## config.mk

```make
export PLATFORM = sky130hd
export DESIGN_NAME = prince_ti_share_pipe
export DESIGN_NICKNAME = d
export VERILOG_FILES = /design/src/rtl/prince_ti_pkg.sv /design/src/rtl/prince_ti_skid.sv /design/src/rtl/prince_ti_share_pipe.sv
export SDC_FILE = /design/constraint.sdc
export NUM_CORES = 1
export LEC_CHECK = 0
export CORE_MARGIN = 3
export CORE_UTILIZATION = 40
export DETAILED_ROUTE_END_ITERATION = 6
export PLACE_DENSITY = 0.76
export SKIP_LAST_GASP = 1
export SLEW_MARGIN = 25
export SYNTH_ARGS = -nofsm -noshare
export SYNTH_HDL_FRONTEND = slang
export SYNTH_SLANG_ARGS = --single-unit
```

## constraint.sdc

```tcl
create_clock -name clk -period 1.8 [get_ports clk]
set_input_delay 0.45 -clock clk [delete_from_list [all_inputs] [get_ports clk]]
set_output_delay 0.45 -clock clk [all_outputs]
set_load 0.01 [all_outputs]
```

## src/rtl/prince_ti_pkg.sv

```systemverilog
// Shared types and constants for the PRINCE threshold share pipeline stage.
// The optional TI_REFRESH_EN build adds share re-masking with fresh randomness at capture.
package prince_ti_pkg;

  localparam int NIB    = 16;
  localparam int W      = 4 * NIB;
  localparam int NSTAGE = 3;

  typedef logic [1:0]   stage_t;
  typedef logic [W-1:0] share_t;

  typedef struct packed {
    share_t s1;
    share_t s2;
    share_t s3;
    stage_t stage;
  } beat_t;

  localparam int BEAT_W = $bits(beat_t);

  // Occupancy of the skid buffer: nothing, main only, or main plus skid.
  typedef enum logic [1:0] {
    SK_EMPTY = 2'd0,
    SK_MAIN  = 2'd1,
    SK_BOTH  = 2'd2
  } skid_state_t;

  function automatic stage_t stage_next(input stage_t s);
    return (s == stage_t'(NSTAGE - 1)) ? stage_t'(0) : s + stage_t'(1);
  endfunction

endpackage

```

## src/rtl/prince_ti_skid.sv

```systemverilog
// Generic 2-entry valid/ready skid buffer: a main register drives the outputs,
// a skid register absorbs one beat while the main register is held.
module prince_ti_skid
  import prince_ti_pkg::*;
#(
  parameter int DW = 8
) (
  input  logic          clk,
  input  logic          rst_n,
  input  logic          i_clear,
  input  logic          i_valid,
  output logic          o_ready,
  input  logic [DW-1:0] i_data,
  output logic          o_valid,
  input  logic          i_ready,
  output logic [DW-1:0] o_data,
  output skid_state_t   o_state
);

  // Handshake: a beat moves on any cycle where valid && ready; a producer never
  // waits for ready before raising valid, and holds data stable while valid && !ready.
  skid_state_t   r_state;
  logic [DW-1:0] r_main;
  logic [DW-1:0] r_skid;
  logic          r_valid;
  logic          r_ready;
  logic          w_acc;
  logic          w_emit;

  assign w_acc  = i_valid && r_ready;
  assign w_emit = r_valid && i_ready;

  always_ff @(posedge clk or negedge rst_n) begin
    if (!rst_n) begin
      r_state <= SK_EMPTY;
      r_main  <= '0;
      r_skid  <= '0;
      r_valid <= 1'b0;
      r_ready <= 1'b1;
    end else if (i_clear) begin
      r_state <= SK_EMPTY;
      r_valid <= 1'b0;
      r_ready <= 1'b1;
    end else begin
      case (r_state)
        SK_EMPTY: begin
          if (w_acc) begin
            r_main  <= i_data;
            r_valid <= 1'b1;
            r_state <= SK_MAIN;
          end
        end
        SK_MAIN: begin
          if (w_acc && w_emit) begin
            r_main <= i_data;
          end else if (w_acc) begin
            r_skid  <= i_data;
            r_ready <= 1'b0;
            r_state <= SK_BOTH;
          end else if (w_emit) begin
            r_valid <= 1'b0;
            r_state <= SK_EMPTY;
          end
        end
        SK_BOTH: begin
          // in_ready is low here, so only the drain of the skid entry can happen.
          if (w_emit) begin
            r_main  <= r_skid;
            r_ready <= 1'b1;
            r_state <= SK_MAIN;
          end
        end
        default: begin
          r_state <= SK_EMPTY;
          r_valid <= 1'b0;
          r_ready <= 1'b1;
        end
      endcase
    end
  end

  assign o_ready = r_ready;
  assign o_valid = r_valid;
  assign o_data  = r_main;
  assign o_state = r_state;

  a_full_not_ready : assert property (@(posedge clk) disable iff (!rst_n)
    (r_state == SK_BOTH) |-> !r_ready);
  a_valid_matches_state : assert property (@(posedge clk) disable iff (!rst_n)
    r_valid == (r_state != SK_EMPTY));

endmodule

```

## src/rtl/prince_ti_share_pipe.sv

```systemverilog
// Registered three-share pipeline stage tagging each beat with its S-box decomposition stage.
// Define TI_REFRESH_EN to add the i_rnd port and re-mask the shares at capture.
module prince_ti_share_pipe
  import prince_ti_pkg::*;
(
  input  logic             clk,
  input  logic             rst_n,
  input  logic             i_clear,
  input  logic             i_in_valid,
  output logic             o_in_ready,
  input  logic [W-1:0]     i_in_s1,
  input  logic [W-1:0]     i_in_s2,
  input  logic [W-1:0]     i_in_s3,
`ifdef TI_REFRESH_EN
  input  logic [2*W-1:0]   i_rnd,
`endif
  output logic             o_out_valid,
  input  logic             i_out_ready,
  output logic [W-1:0]     o_out_s1,
  output logic [W-1:0]     o_out_s2,
  output logic [W-1:0]     o_out_s3,
  output logic [1:0]       o_out_stage
);

  stage_t      r_stage_cnt;
  beat_t       w_in_beat;
  beat_t       w_out_beat;
  logic        w_in_ready;
  logic        w_acc;
  skid_state_t w_dbg_state;

  assign w_acc = i_in_valid && w_in_ready && !i_clear;

  always_ff @(posedge clk or negedge rst_n) begin
    if (!rst_n) begin
      r_stage_cnt <= '0;
    end else if (i_clear) begin
      r_stage_cnt <= '0;
    end else if (w_acc) begin
      r_stage_cnt <= stage_next(r_stage_cnt);
    end
  end

`ifdef TI_REFRESH_EN
  logic [W-1:0] w_r0;
  logic [W-1:0] w_r1;

  assign w_r0 = i_rnd[W-1:0];
  assign w_r1 = i_rnd[2*W-1:W];

  // s3 absorbs both masks so the XOR of the three shares is unchanged.
  always_comb begin
    w_in_beat       = '0;
    w_in_beat.s1    = i_in_s1 ^ w_r0;
    w_in_beat.s2    = i_in_s2 ^ w_r1;
    w_in_beat.s3    = i_in_s3 ^ w_r0 ^ w_r1;
    w_in_beat.stage = r_stage_cnt;
  end
`else
  always_comb begin
    w_in_beat       = '0;
    w_in_beat.s1    = i_in_s1;
    w_in_beat.s2    = i_in_s2;
    w_in_beat.s3    = i_in_s3;
    w_in_beat.stage = r_stage_cnt;
  end
`endif

  prince_ti_skid #(
    .DW (BEAT_W)
  ) u_skid (
    .clk     (clk),
    .rst_n   (rst_n),
    .i_clear (i_clear),
    .i_valid (i_in_valid),
    .o_ready (w_in_ready),
    .i_data  (w_in_beat),
    .o_valid (o_out_valid),
    .i_ready (i_out_ready),
    .o_data  (w_out_beat),
    .o_state (w_dbg_state)
  );

  assign o_in_ready  = w_in_ready;
  assign o_out_s1    = w_out_beat.s1;
  assign o_out_s2    = w_out_beat.s2;
  assign o_out_s3    = w_out_beat.s3;
  assign o_out_stage = w_out_beat.stage;

  a_stage_in_range : assert property (@(posedge clk) disable iff (!rst_n)
    r_stage_cnt < stage_t'(NSTAGE));
  a_ready_tracks_skid : assert property (@(posedge clk) disable iff (!rst_n)
    w_in_ready == (w_dbg_state != SK_BOTH));

endmodule

```

==> flow_summary.toml, run 1 <==
[finish]
n_fill_cell = 3222
syn2layout_area_growth_pct = 43.2
stdcell_count = 2124
design_area_mm2 = 0.0244
fin_nets = 1755
drive_gt1_share_pct = 48.1

[global_route]
grt_pass1_wl_mm = 68.4
grt_max_degree = 74
grt_pass1_vias = 12025
grtUsageTotal_pct = 19.3
grt_overflow_total = 0
antenna_found_initial = 2

[sta]
holdWs_ns = 0.371
drv_slew = 0
slew_headroom_pct = 74.3
min_period_ns = 1.96
fmax_ghz = 0.510
rsz0062_at_grt = "yes"
tns_ns = -16.54
finalCritPeriodShare_pct = 109
finalHoldViolCount = 0
tightest_slew_ns = 0.386
setup_ws_ns = -0.162
finClkSkew_ns = 0.0111
setup_viol = 195

[yosys]
yosysTopAreaCellShare_pct = 57.7
netlist_top_cells_area = "dfrtp_1 58%, mux2_2 38%, buf_2 1.1%"
synth-edff-count = 0
synth_area_mm2 = 0.0170
ys_seq_area_share_pct = 57.9
synth_seq_cells = 394
yosys.area.top_type = "dfrtp_1"
synth_common_cells = "574 x mux2_2, 393 x dfrtp_1, 39 x buf_2"
syn_area_per_cell_um2 = 15.9
synth_most_common_cell = "mux2_2"
synth_ff_type = "dfrtp_1"
async_reset_ff_share_pct = 100
syn-num-nets = 1272
yosys_warnings = 0
syn_inst = 1075
synth_cell_types = 28

[clock_network]
clk_pin_slew_ns = 0.06
cts_tree = "done"
clockRootBuffer = "clkbuf_16"
clk_latency_ns = 0.55
cts_buffer_depth = 3
htreeDepth = 2
cts_buffers = 44
cts_sinks = 394

[power]
power_leakage_nw = 10.8
ir_drop_mv = 0.905
p_per_area_mw_per_mm2 = 1540

[place]
place_inst = 2020
place_congestion = 0.796
place_ws_ns = -0.692
dp_hpwl_mm = 30.3
port_buffers = 392
postPlaceCellArea_mm2 = 0.0223

[detailed_routing]
ant_nets = 0
drc = 0
first_pass_iters = 4
drt-initial-drc-count = 504
drt_wl_total_mm = 44.7
vias_per_cell = 5.10
vias = 10835
wl_per_cell_um = 21.0

[hold_path]
hp-class = "primary input to asynchronous set/reset pin"

[outcome]
outcome = "finished, violations left"
violations = "setup timing"

[setup_path]
worstPathArrival_ns = 2.40
crit_path_start_kind = "flip-flop"
cp_max_fo = 6
critPathCaptureType = "flip-flop"
cp.required_ns = 2.23
criticalPathCategory = "flip-flop to flip-flop"

[die]
core_mm2 = 0.0415
die-area_mm2 = 0.0451
rows = 74
die_h_um = 212
io_pins = 393
fp.dieW_um = 212
start_util_pct = 41.1

[flow_run]
drv_cap = 0
## registers in the layout, indices dropped and copies added (netlist names)
| name | count |
|---|---|
| r_stage_cnt | 2 |
| u_skid.r_skid | 194 |
| u_skid.o_valid | 1 |
| u_skid.o_data | 194 |
| u_skid.o_state | 2 |
| u_skid.o_ready | 1 |
## critical path: stages, from the launching register on
cell and delay (ns):
dfstp_2 0.55, nand3b_4 0.10, a221oi_4 0.31, buf_6 0.18
buf_12 0.14, buf_12 0.12, buf_12 0.12, mux2_4 0.31
## report_power, final
group          switching, mW  internal, mW
clock                   3.58          5.54
sequential              2.37          13.3
combinational           4.96          7.81
## logic make-up (layout without fill, tap and decap cells)
family,Yosys count,in the layout,synth area share (%)
muxes,584,584,38.6
DFF,394,394,57.9
buffers and inverters,68,584,2.33
and+or+nand+nor,17,17,0.654
AOI/OAI and AO/OA,12,12,0.565
other,0,1,0
## cell usage in the layout, fill, tap and decap left out, types with 3 or more instances in the layout
| master | netlist | routed |
|---|---|---|
| buf_8 | 0 | 4 |
| dlygate4sd2_1 | 0 | 194 |
| clkinv_2 | 0 | 6 |
| buf_6 | 2 | 9 |
| clkbuf_8 | 0 | 9 |
| dfrtp_1 | 393 | 392 |
| inv_6 | 0 | 3 |
| a21oi_1 | 6 | 6 |
| buf_12 | 0 | 42 |
| clkdlybuf4s50_1 | 0 | 195 |
| mux2_1 | 8 | 8 |
| mux2_2 | 574 | 488 |
| mux2_4 | 0 | 86 |
| buf_16 | 0 | 5 |
| nor2_1 | 3 | 3 |
| bufinv_16 | 0 | 4 |
| clkbuf_1 | 5 | 11 |
| buf_4 | 21 | 49 |
| clkbuf_16 | 0 | 49 |
## cell type report
| class | count | area [µm²] | area share [%] |
|---|---|---|---|
| timing repair buffer | 504 | 5270 | 21.6 |
| inverter | 1 | 3.75 | 0.0154 |
| multi-input combinational | 613 | 7130 | 29.2 |
| antenna | 1 | 2.50 | 0.0103 |
| tap | 532 | 666 | 2.73 |
| clock buffer | 65 | 1290 | 5.29 |
| sequential | 394 | 9860 | 40.4 |
| clock inverter | 14 | 184 | 0.754 |
## routing by layer
layer | global-route usage, % | vias to the layer above | wire length [µm]
met1 | 23.6 | 5628 | 18200
li1 | - | 4859 | -
met3 | 5.34 | 65 | 2980
met5 | 0 | - | 11
met4 | 6.15 | 2 | 1080
met2 | 33.1 | 281 | 22400
## worst paths after layout
kind | from | to | slack [ns] | cells after the start
max in group asynchronous | rst_n | u_skid.r_skid[36] | 0.73 | 3
min reg2reg | u_skid.o_data[74] | u_skid.o_data[74] | 0.48 | 1
max | u_skid.o_ready | u_skid.o_data[15] | -0.16 | 7
max reg2reg | u_skid.o_ready | u_skid.o_data[15] | -0.16 | 7
min in group clk | u_skid.o_data[74] | u_skid.o_data[74] | 0.48 | 1
min | rst_n | u_skid.o_data[8] | 0.37 | 2
## through the flow
stage | utilization [%] | power (mW)
final | 58.8 | 37.5
after global placement | 53.7 | 28.4
after CTS | 58.7 | 37.7
after floorplan | - | 21.6
after global routing | 58.8 | 39.5
after detailed placement | 53.7 | 29.0
## repair_timing
| action | in CTS | in global routing |
|---|---|---|
| endpoints found under the hold margin | 15 | 0 |
| gates cloned | 10 | 4 |
| gates resized for setup | 303 | 44 |
| setup endpoints to repair | 390 | 351 |
| hold buffers | 1 | 0 |
| buffers inserted | 16 | 5 |
| pin swaps | 1 | 1 |
(Power assumes the default switching activity.)
==> run 2, diff against run 1 <==
Settings changed: CTS_CLUSTER_DIAMETER from default to 40, GPL_ROUTABILITY_DRIVEN from default to 0, PLACE_DENSITY 0.76 to 0.73.
Clock period 1.8 ns to 2.2 ns, I/O delays scaled along.
==> run 2 against run 1 <==
The run now ends clean. Register-to-register slack better by 0.33 ns. Core utilization is 0.88 points lower. Design area shrank 1.5%. Count of clock-buffer cells in the layout rose by 6. Highest routed layer unchanged.
==> flow_summary.toml, run 2 (synthesis results as in run 1) <==
[outcome]
outcome = "completed"

[sta]
setup_viol = 0
finalHoldViolCount = 0
finClkSkew_ns = 0.0124
slew_headroom_pct = 68.9
fmax_ghz = 0.477
rsz0062_at_grt = "no"
tightest_slew_ns = 0.466
drv_slew = 0
min_period_ns = 2.10
finalCritPeriodShare_pct = 95.3

[detailed_routing]
vias = 10563
first_pass_iters = 4
vias_per_cell = 5.02
drt-initial-drc-count = 380
drc = 0
wl_per_cell_um = 19.7
ant_nets = 0
drt_wl_total_mm = 41.5

[clock_network]
cts_sinks = 394
cts_buffers = 55
cts_tree = "done"
clk_pin_slew_ns = 0.05
clockRootBuffer = "clkbuf_16"
cts_buffer_depth = 3
clk_latency_ns = 0.58
htreeDepth = 2
cts_setup_buffers = 0

[global_route]
grt_pass1_wl_mm = 65.6
grt_max_degree = 72
grtUsageTotal_pct = 18.3
antenna_found_initial = 4
grt_pass1_vias = 11874
grt_overflow_total = 0

[die]
fp.dieW_um = 212
core_mm2 = 0.0415
rows = 74
die_h_um = 212
die-area_mm2 = 0.0451
start_util_pct = 41.1
io_pins = 393

[finish]
drive_gt1_share_pct = 47.3
design_area_mm2 = 0.0240
mostFrequentLayoutCell = "mux2_2"
final_cell_mix = "574 x mux2_2, 393 x dfrtp_1, 389 x clkdlybuf4s50_1"
fin_nets = 1725
syn2layout_area_growth_pct = 41.1

[power]
power_leakage_nw = 10.1
fin_total_pwr_mw = 32.6
ir_drop_mv = 0.824
p_per_area_mw_per_mm2 = 1360

[hold_path]
hp-class = "primary input to asynchronous set/reset pin"

[place]
port_buffers = 392
postPlaceCellArea_mm2 = 0.0221
dp_hpwl_mm = 29.5

[setup_path]
cp_slowest_cell = "clkdlybuf4s50_1"
critPathMaxStageDelay_ns = 0.60
path_delay_family = "buffers and inverters"
crit_chain = "clkdlybuf4s50_1"
crit_path_start_kind = "flip-flop"
worstPathArrival_ns = 1.55
crit_buf_inv = 1
criticalPathCategory = "flip-flop to output port"
critPathCaptureType = "output port"
cp_max_fo = 2
cp.required_ns = 1.65

[flow_run]
drv_cap = 0
==> run 2: metrics by stage <==
| stage | cells | hold slack [ns] | setup WS [ns] | TNS (ns) | utilization [%] |
|---|---|---|---|---|---|
| floorplan | 1075 | 0.254 | 0.304 | 0 | - |
| global placement | 2002 | 0.472 | -0.347 | -83.17 | 53.3 |
| detailed placement | 2002 | 0.479 | -0.352 | -88.50 | 53.3 |
| CTS | 2103 | 0.443 | 0.0308 | 0 | 58.0 |
| global route | 2105 | 0.489 | 0.00773 | 0 | 58.0 |
| finish | 2105 | 0.487 | 0.104 | 0 | 58.0 |
==> run 2: worst register-to-register path, cell delays in order (launching register included) <==
cell and delay [ns]:
dfstp_2 0.61, nand3b_4 0.12, a221oi_4 0.33, buf_4 0.43
mux2_2 0.43
==> run 2: metal layers <==
| layer | track usage (%) | part of all wire [%] | vias up | wire length, µm |
|---|---|---|---|---|
| li1 | - | - | 4781 | - |
| met1 | 21.6 | 39 | 5459 | 16200 |
| met2 | 32.0 | 52 | 254 | 21500 |
| met3 | 5.98 | 6.8 | 67 | 2810 |
| met4 | 5.35 | 2.3 | 2 | 954 |
| met5 | 0 | 0.027 | - | 11 |
==> run 2: worst paths after layout <==
check	end	depth (start not counted)	from	slack (ns)
min reg2reg	u_skid.o_data[79]	1	u_skid.o_data[79]	0.49
max in group asynchronous	u_skid.o_data[145]	3	rst_n	0.88
min	u_skid.o_data[95]	2	rst_n	0.49
max	o_out_s3[63]	1	u_skid.o_data[65]	0.10
min in group clk	u_skid.o_data[79]	1	u_skid.o_data[79]	0.49
max reg2reg	u_skid.o_data[65]	4	u_skid.o_ready	0.17
==> run 2: what timing repair did <==
action | in CTS | in global routing
setup endpoints to repair | 2 | 0
hold buffers | 1 | 0
hold endpoints to repair | 31 | 0
gates resized for setup | 2 | 0
==> run 2: report_power, final <==
part / total [mW] / internal (mW) / switching, mW
Sequential: 12.8 / 10.9 / 1.89
Clock: 9.17 / 5.92 / 3.25
Combinational: 10.7 / 6.87 / 3.81
Total: 32.6 / 23.7 / 8.94
==> run 2: layout make-up <==
type,count,area [µm²]
diodes,2,5.00
multi-input cells,613,6800
inverters,1,3.75
well taps,532,666
clock buffers,71,1520
repair buffers,463,4770
clock inverters,29,415
fillers,3218,17400
flip-flops and latches,394,9860
